### src/rtl/alu_datapath.sv
// Accumulator datapath: enALU latches op, enA latches din, enC writes ALU(C, A, op) into C and the flags.
// Every output is registered; there is no backpressure, and a strobe out of order or overlapping another sets sticky err.
module alu_datapath #(
   parameter int WIDTH = 8
) (
   input  logic             CLKb,
   input  logic             RST,
   input  logic             enA,
   input  logic             enALU,
   input  logic             enC,
   input  logic [WIDTH-1:0] din,
   input  logic [2:0]       op,
   output logic [WIDTH-1:0] C,
   output logic             zf,
   output logic             nf,
   output logic             cf,
   output logic             vf,
   output logic             done,
   output logic             err,
   output logic [1:0]       phase
);

   localparam int MSB = WIDTH - 1;

   localparam logic [1:0] WAIT_OP = 2'b00;
   localparam logic [1:0] WAIT_A  = 2'b01;
   localparam logic [1:0] WAIT_C  = 2'b10;
   localparam logic [1:0] ILLEGAL = 2'b11;

   localparam logic [2:0] OP_ADD  = 3'b000;
   localparam logic [2:0] OP_SUB  = 3'b001;
   localparam logic [2:0] OP_AND  = 3'b010;
   localparam logic [2:0] OP_OR   = 3'b011;
   localparam logic [2:0] OP_XOR  = 3'b100;
   localparam logic [2:0] OP_LOAD = 3'b101;
   localparam logic [2:0] OP_SHL  = 3'b110;
   localparam logic [2:0] OP_SHR  = 3'b111;

   logic [WIDTH-1:0] a_q;
   logic [2:0]       opc_q;
   logic [WIDTH-1:0] res;
   logic             res_cf;
   logic             res_vf;
   logic [WIDTH:0]   sum;
   logic [WIDTH:0]   diff;
   logic             any_en;
   logic             multi_en;
   logic             legal_en;

   always_comb begin
      sum    = {1'b0, C} + {1'b0, a_q};
      diff   = {1'b0, C} - {1'b0, a_q};
      res    = '0;
      res_cf = 1'b0;
      res_vf = 1'b0;
      case (opc_q)
         OP_ADD: begin
            res    = sum[MSB:0];
            res_cf = sum[WIDTH];
            res_vf = (C[MSB] == a_q[MSB]) && (sum[MSB] != C[MSB]);
         end
         OP_SUB: begin
            // The extra top bit of the subtraction is the unsigned borrow.
            res    = diff[MSB:0];
            res_cf = diff[WIDTH];
            res_vf = (C[MSB] != a_q[MSB]) && (diff[MSB] != C[MSB]);
         end
         OP_AND:  res = C & a_q;
         OP_OR:   res = C | a_q;
         OP_XOR:  res = C ^ a_q;
         OP_LOAD: res = a_q;
         OP_SHL: begin
            res    = {C[MSB-1:0], 1'b0};
            res_cf = C[MSB];
         end
         OP_SHR: begin
            res    = {1'b0, C[MSB:1]};
            res_cf = C[0];
         end
      endcase
   end

   assign any_en   = enA | enALU | enC;
   assign multi_en = (enA & enALU) | (enA & enC) | (enALU & enC);
   assign legal_en = ((phase == WAIT_OP) & enALU) |
                     ((phase == WAIT_A)  & enA)   |
                     ((phase == WAIT_C)  & enC);

   always_ff @(posedge CLKb) begin
      if (RST) begin
         C     <= '0;
         a_q   <= '0;
         opc_q <= '0;
         zf    <= 1'b0;
         nf    <= 1'b0;
         cf    <= 1'b0;
         vf    <= 1'b0;
         done  <= 1'b0;
         err   <= 1'b0;
         phase <= WAIT_OP;
      end else begin
         done <= 1'b0;
         if (phase == ILLEGAL) begin
            phase <= WAIT_OP;
         end else if (any_en) begin
            if (multi_en || !legal_en) begin
               err   <= 1'b1;
               phase <= WAIT_OP;
            end else begin
               case (phase)
                  WAIT_OP: begin
                     opc_q <= op;
                     phase <= WAIT_A;
                  end
                  WAIT_A: begin
                     a_q   <= din;
                     phase <= WAIT_C;
                  end
                  default: begin
                     C     <= res;
                     zf    <= (res == '0);
                     nf    <= res[MSB];
                     cf    <= res_cf;
                     vf    <= res_vf;
                     done  <= 1'b1;
                     phase <= WAIT_OP;
                  end
               endcase
            end
         end
      end
   end

endmodule
### config.mk
export PLATFORM = sky130hd
export DESIGN_NAME = alu_datapath
export DESIGN_NICKNAME = d
export VERILOG_FILES = /design/src/rtl/alu_datapath.sv
export SDC_FILE = /design/constraint.sdc
export NUM_CORES = 1
export LEC_CHECK = 0
export CORE_MARGIN = 4
export CORE_UTILIZATION = 25
export CTS_CLUSTER_SIZE = 25
export DETAILED_ROUTE_END_ITERATION = 10
export GPL_TIMING_DRIVEN = 1
export HOLD_SLACK_MARGIN = 0.08
export SETUP_SLACK_MARGIN = 0.5
export SYNTH_ARGS = -nofsm -noshare
export SYNTH_HDL_FRONTEND = slang
export SYNTH_SLANG_ARGS = --single-unit
### constraint.sdc
create_clock -name CLKb -period 4.15 [get_ports CLKb]
set_clock_uncertainty 0.05 [all_clocks]
set_input_delay 1.0375 -clock CLKb [delete_from_list [all_inputs] [get_ports CLKb]]
set_output_delay 1.0375 -clock CLKb [all_outputs]
set_load 0.01 [all_outputs]
# Yosys cells after proc, flatten, opt, wreduce, memory -nomap -nowiden
# Cells that the tools add are included.
[op_classes]
addsub = 2
n_mul = 0
n_div = 0
n_lt_le_gt_ge = 0
eq_ne = 14
shift = 0
n_mux = 6
n_bitwise = 19
reduce_logical = 14
[op_table]
columns = ["cell", "count"]
rows = [
  ["$pmux 8 s8", 1],
  ["$eq 3x3->1 const B", 4],
  ["$reduce_and 4->1", 3],
  ["$add 8x8->9", 1],
  ["$sub 8x8->9", 1],
  ["$and 8x8->8", 1],
  ["$logic_not 8->1", 1],
  ["$or 8x8->8", 1],
  ["$xor 8x8->8", 1],
  ["$and 1x1->1", 6],
  ["$eq 3x2->1 const B", 2],
  ["$or 1x1->1", 6],
  ["$eq 2x2->1 const B", 2],
  ["$not 1->1", 4],
  ["$pmux 1 s4", 1],
  ["$pmux 2 s2", 1],
  ["$reduce_or 2->1", 2],
  ["$reduce_or 4->1", 1],
  ["$eq 3x1->1 const B", 1],
  ["$logic_not 3->1", 1],
  ["$ne 1x1->1", 3],
  ["$reduce_and 3->1", 1],
  ["$eq 2x1->1 const B", 1],
  ["$logic_and 1x1->1", 2],
  ["other kinds (7)", 7],
]
[totals]
register_bits = 27
latch_bits = 0
mem_bits_rw = 0
mem_bits_ro = 0
input_bits = 16
out_inout_bits = 16
elab_cells = 65
mem_count = 0

# Logic depth before layout (Yosys ltp)
[logic_depth]
ltp_word = 8
ltp_mapped = 11
ltp_nobuf = 11

# Worst setup path before layout
# Ideal clock, no wire load.
[synth_timing]
path_type = "flip-flop to flip-flop"
startpoint = "register C[3]"
endpoint = "register zf"
setup_time_ns = 0.084
t_arrival_ns = 2.516
t_required_ns = 4.016
setup_slack_ns = 1.500
path_stages_with_launch = 11
n_path_buf = 1
synth_period_minus_slack_ns = 2.650
cell_sequence = "dfxtp_1 inv_1 ha_1 buf_2 a211o_1 a31o_1 a32oi_1 xnor2_1 o211ai_1 or4b_1 o31ai_2"
[synth_via]
elab_chain_len = 3
word_cells_on_any_way = 7
classes_between = "2 x add/sub; 1 x mux; 3 x bitwise; 1 x reduce/logical"
[synth_rtl]
columns = ["item", "line", "text"]
rows = [
  ["start, declared", "13", "output logic [WIDTH-1:0] C,"],
  ["start signal, assigned", "120", "C <= res;"],
  ["$sub 8x8->9 (tied with other cells)", "52", "diff = {1'b0, C} - {1'b0, a_q};"],
  ["$pmux 8 s8 *", "56", "case (opc_q)"],
  ["$logic_not 8->1 *", "121", "zf <= (res == '0);"],
  ["end signal, assigned", "121", ""],
  ["end, declared", "14", "output logic zf,"],
]
# Every way passes the cells marked *; elsewhere a longest branch is shown, timed or not.
# A chain may end at the register's enable or synchronous reset.

# Final worst setup path
# Same ends and word-level chain as after synthesis.

==> flow_summary.json <==
{
  "crit_type": "reg2reg",
  "place_hpwl_mm": 5.21,
  "syn_area_um2": 2480,
  "num_antenna_cells": 0,
  "grt_pass1_wl_mm": 10.9,
  "layout_min_cycle_time_ps": 2840,
  "grt_max_degree": 27,
  "cts_resized": 0,
  "outcome": "finished clean",
  "final_cell_mix": "nor2_1 (42), clkdlybuf4s50_1 (31), dfxtp_1 (26)",
  "synth_edf_count": 0,
  "wl_mm": 6.70,
  "io_buffers": 31,
  "worst-path-max-fanout": 10,
  "die-area_um2": 11600,
  "ir_worst_vdd_mv": 0.112,
  "timing.setup.tns_ps": 0,
  "worst_slack_ps": 1310,
  "synth_cell_type_count": 70,
  "ant_nets": 0,
  "avgViaCountPerCell": 4.88,
  "fmax_mhz": 352,
  "max_stage_delay_ps": 550,
  "ys.flop_type": "dfxtp_1",
  "hp-class": "reg2reg",
  "route.detailed.drc": 0,
  "root_buffer": "clkbuf_8",
  "ys_warn_count": 0,
  "clock_latency_ps": 280,
  "slew_headroom_pct": 49.5,
  "io_pins": 32,
  "post-route-util_pct": 29.8,
  "cts.sinks": 26,
  "antenna_found_initial": 0,
  "place.gp.congestion": 0.880,
  "syn_inst": 313,
  "first_pass_iters": 4,
  "initial_core_util_pct": 25.5,
  "core_region_area_um2": 9730,
  "async_flop_share_pct": 0,
  "cp_num_buf_inv": 1,
  "grt_pass1_vias": 2173,
  "postCtsHoldBufs": 0,
  "grt_overflow": 0,
  "cp_top_family": "compound AO/OA/AOI/OAI gates",
  "ys_seq_area_share_pct": 21.0,
  "die_w_um": 108,
  "num_rows": 36,
  "crit_chain": "inv_1, ha_1, a211o_1, a31o_1, a32oi_1, xnor2_1, o211ai_1, or4b_1, o31ai_2",
  "layout_commonest_cell": "nor2_1",
  "place_worst_setup_slack_ps": 1070,
  "grt_use_total_pct": 11.6,
  "syn_to_final_growth_pct": 16.9,
  "wl_per_cell_um": 14.4,
  "synth_nets": 355,
  "dr.first_iter.drc_count": 226,
  "layout.nets": 375,
  "clk_pin_slew_ps": 100,
  "cellPowerDensity_nw_per_um2": 176,
  "start_kind": "register",
  "p_leak_nw": 1.04,
  "total_power_w": 0.000510,
  "endpoint_kind": "register",
  "synth_seq_cells": 26,
  "drive_above_1_share_pct": 7.23,
  "post_cts_buffers": 0,
  "cts_buffer_depth": 2,
  "worstPathRequired_ps": 4310,
  "rsz0062_at_grt": "no",
  "worstMarginPinSlew_ps": 756,
  "fillCellCount": 1083,
  "crit_arrival_ps": 3000,
  "synth.avg_cell_area_um2": 7.93,
  "slowest_stage": "or4b_1",
  "cts-htree-levels": 1,
  "routed-via-count": 2267,
  "finalSetupViolations": 0,
  "hold_viol": 0,
  "numCtsBuffers": 3,
  "post-route-period-util_pct": 68.5,
  "cts_tree": "built",
  "report.final.slew_viol_count": 0,
  "maxCapViolations": 0,
  "fp.dieH_um": 108
}
==> power by group <==
| group | internal [W] | leakage (nW) | switching, W |
|---|---|---|---|
| clock | 0.0000851 | 0.0288 | 0.0000874 |
| combinational | 0.0000374 | 0.797 | 0.0000414 |
| sequential | 0.000252 | 0.210 | 0.00000649 |
==> final timing paths <==
path         startpoint  to  slack (ps)  depth (start not counted)
max reg2reg        C[3]  zf        1310                          9
max                C[3]  zf        1310                          9
min reg2reg          cf  cf         410                          2
min                  cf  cf         410                          2
==> area by class of cell <==
type	count	area, um2	share of cell area (%)
sequential	26	520	17.9
timing repair buffer	34	333	11.5
tap	133	166	5.73
multi-input combinational	240	1720	59.4
inverter	28	105	3.62
clock buffer	4	55.1	1.90
==> cells by family after synthesis <==
logic type | synth area share [%]
buf+inv | 9.63
fa+ha+maj | 13.7
simple gates | 22.9
compound gates | 22.3
xor+xnor | 1.76
flops | 21.0
mux | 8.67
==> cell usage after synthesis (2+ instances only) <==
cell	number	area (um2)
a2111oi_0	2	17.5
a211o_1	3	26.3
a211oi_1	3	22.5
a21o_1	3	22.5
a21oi_1	20	100
a22oi_1	2	15.0
a31oi_1	2	12.5
buf_2	5	25.0
buf_4	2	15.0
buf_6	5	56.3
clkbuf_1	6	22.5
dfxtp_1	26	521
fa_1	2	40.0
ha_1	24	300
inv_1	25	93.8
inv_2	3	11.3
mux2i_1	17	170
mux4_2	2	45.0
nand2_1	20	75.1
nand2b_1	8	50.1
nand3_1	8	40.0
nand3b_1	4	30.0
nand4b_1	2	17.5
nor2_1	42	158
nor2b_1	5	31.3
nor3_1	4	20.0
o21a_1	2	15.0
o21ai_0	5	25.0
o21ai_1	6	30.0
o221ai_1	4	35.0
o22ai_1	5	31.3
o31a_1	2	17.5
o31ai_1	3	22.5
or2_2	2	12.5
xnor2_1	2	17.5
xor2_1	3	26.3
==> worst register-to-register path: stages (launching register included) <==
cell,delay [ps]
dfxtp_1,470
inv_1,100
ha_1,440
a211o_1,340
a31o_1,200
a32oi_1,190
xnor2_1,160
o211ai_1,110
or4b_1,550
o31ai_2,170
==> metal layers <==
metal / vias to the layer above / wire [um] / GRT usage, % / part of all wire (%)
met5: - / 0 / 0 / 0
met4: 0 / 112 / 3.07 / 1.7
met3: 10 / 354 / 1.68 / 5.3
met2: 72 / 3110 / 18.6 / 46
met1: 1044 / 3120 / 16.2 / 47
li1: 1141 / - / - / -
==> sequential cells by signal, summed over array words and instances (netlist names) <==
register / cells
zf: 1
C: 8
phase: 2
err: 1
done: 1
opc_q: 3
vf: 1
cf: 1
a_q: 8
==> per-stage QoR <==
step	hold slack, ps	cell area (um2)	instances
after floorplan	426	2480	313
after global placement	398	2850	461
after detailed placement	399	2850	461
after CTS	413	2900	465
after global routing	436	2900	465
final	412	2900	465
No activity file was read; power rests on OpenSTA's default activity.
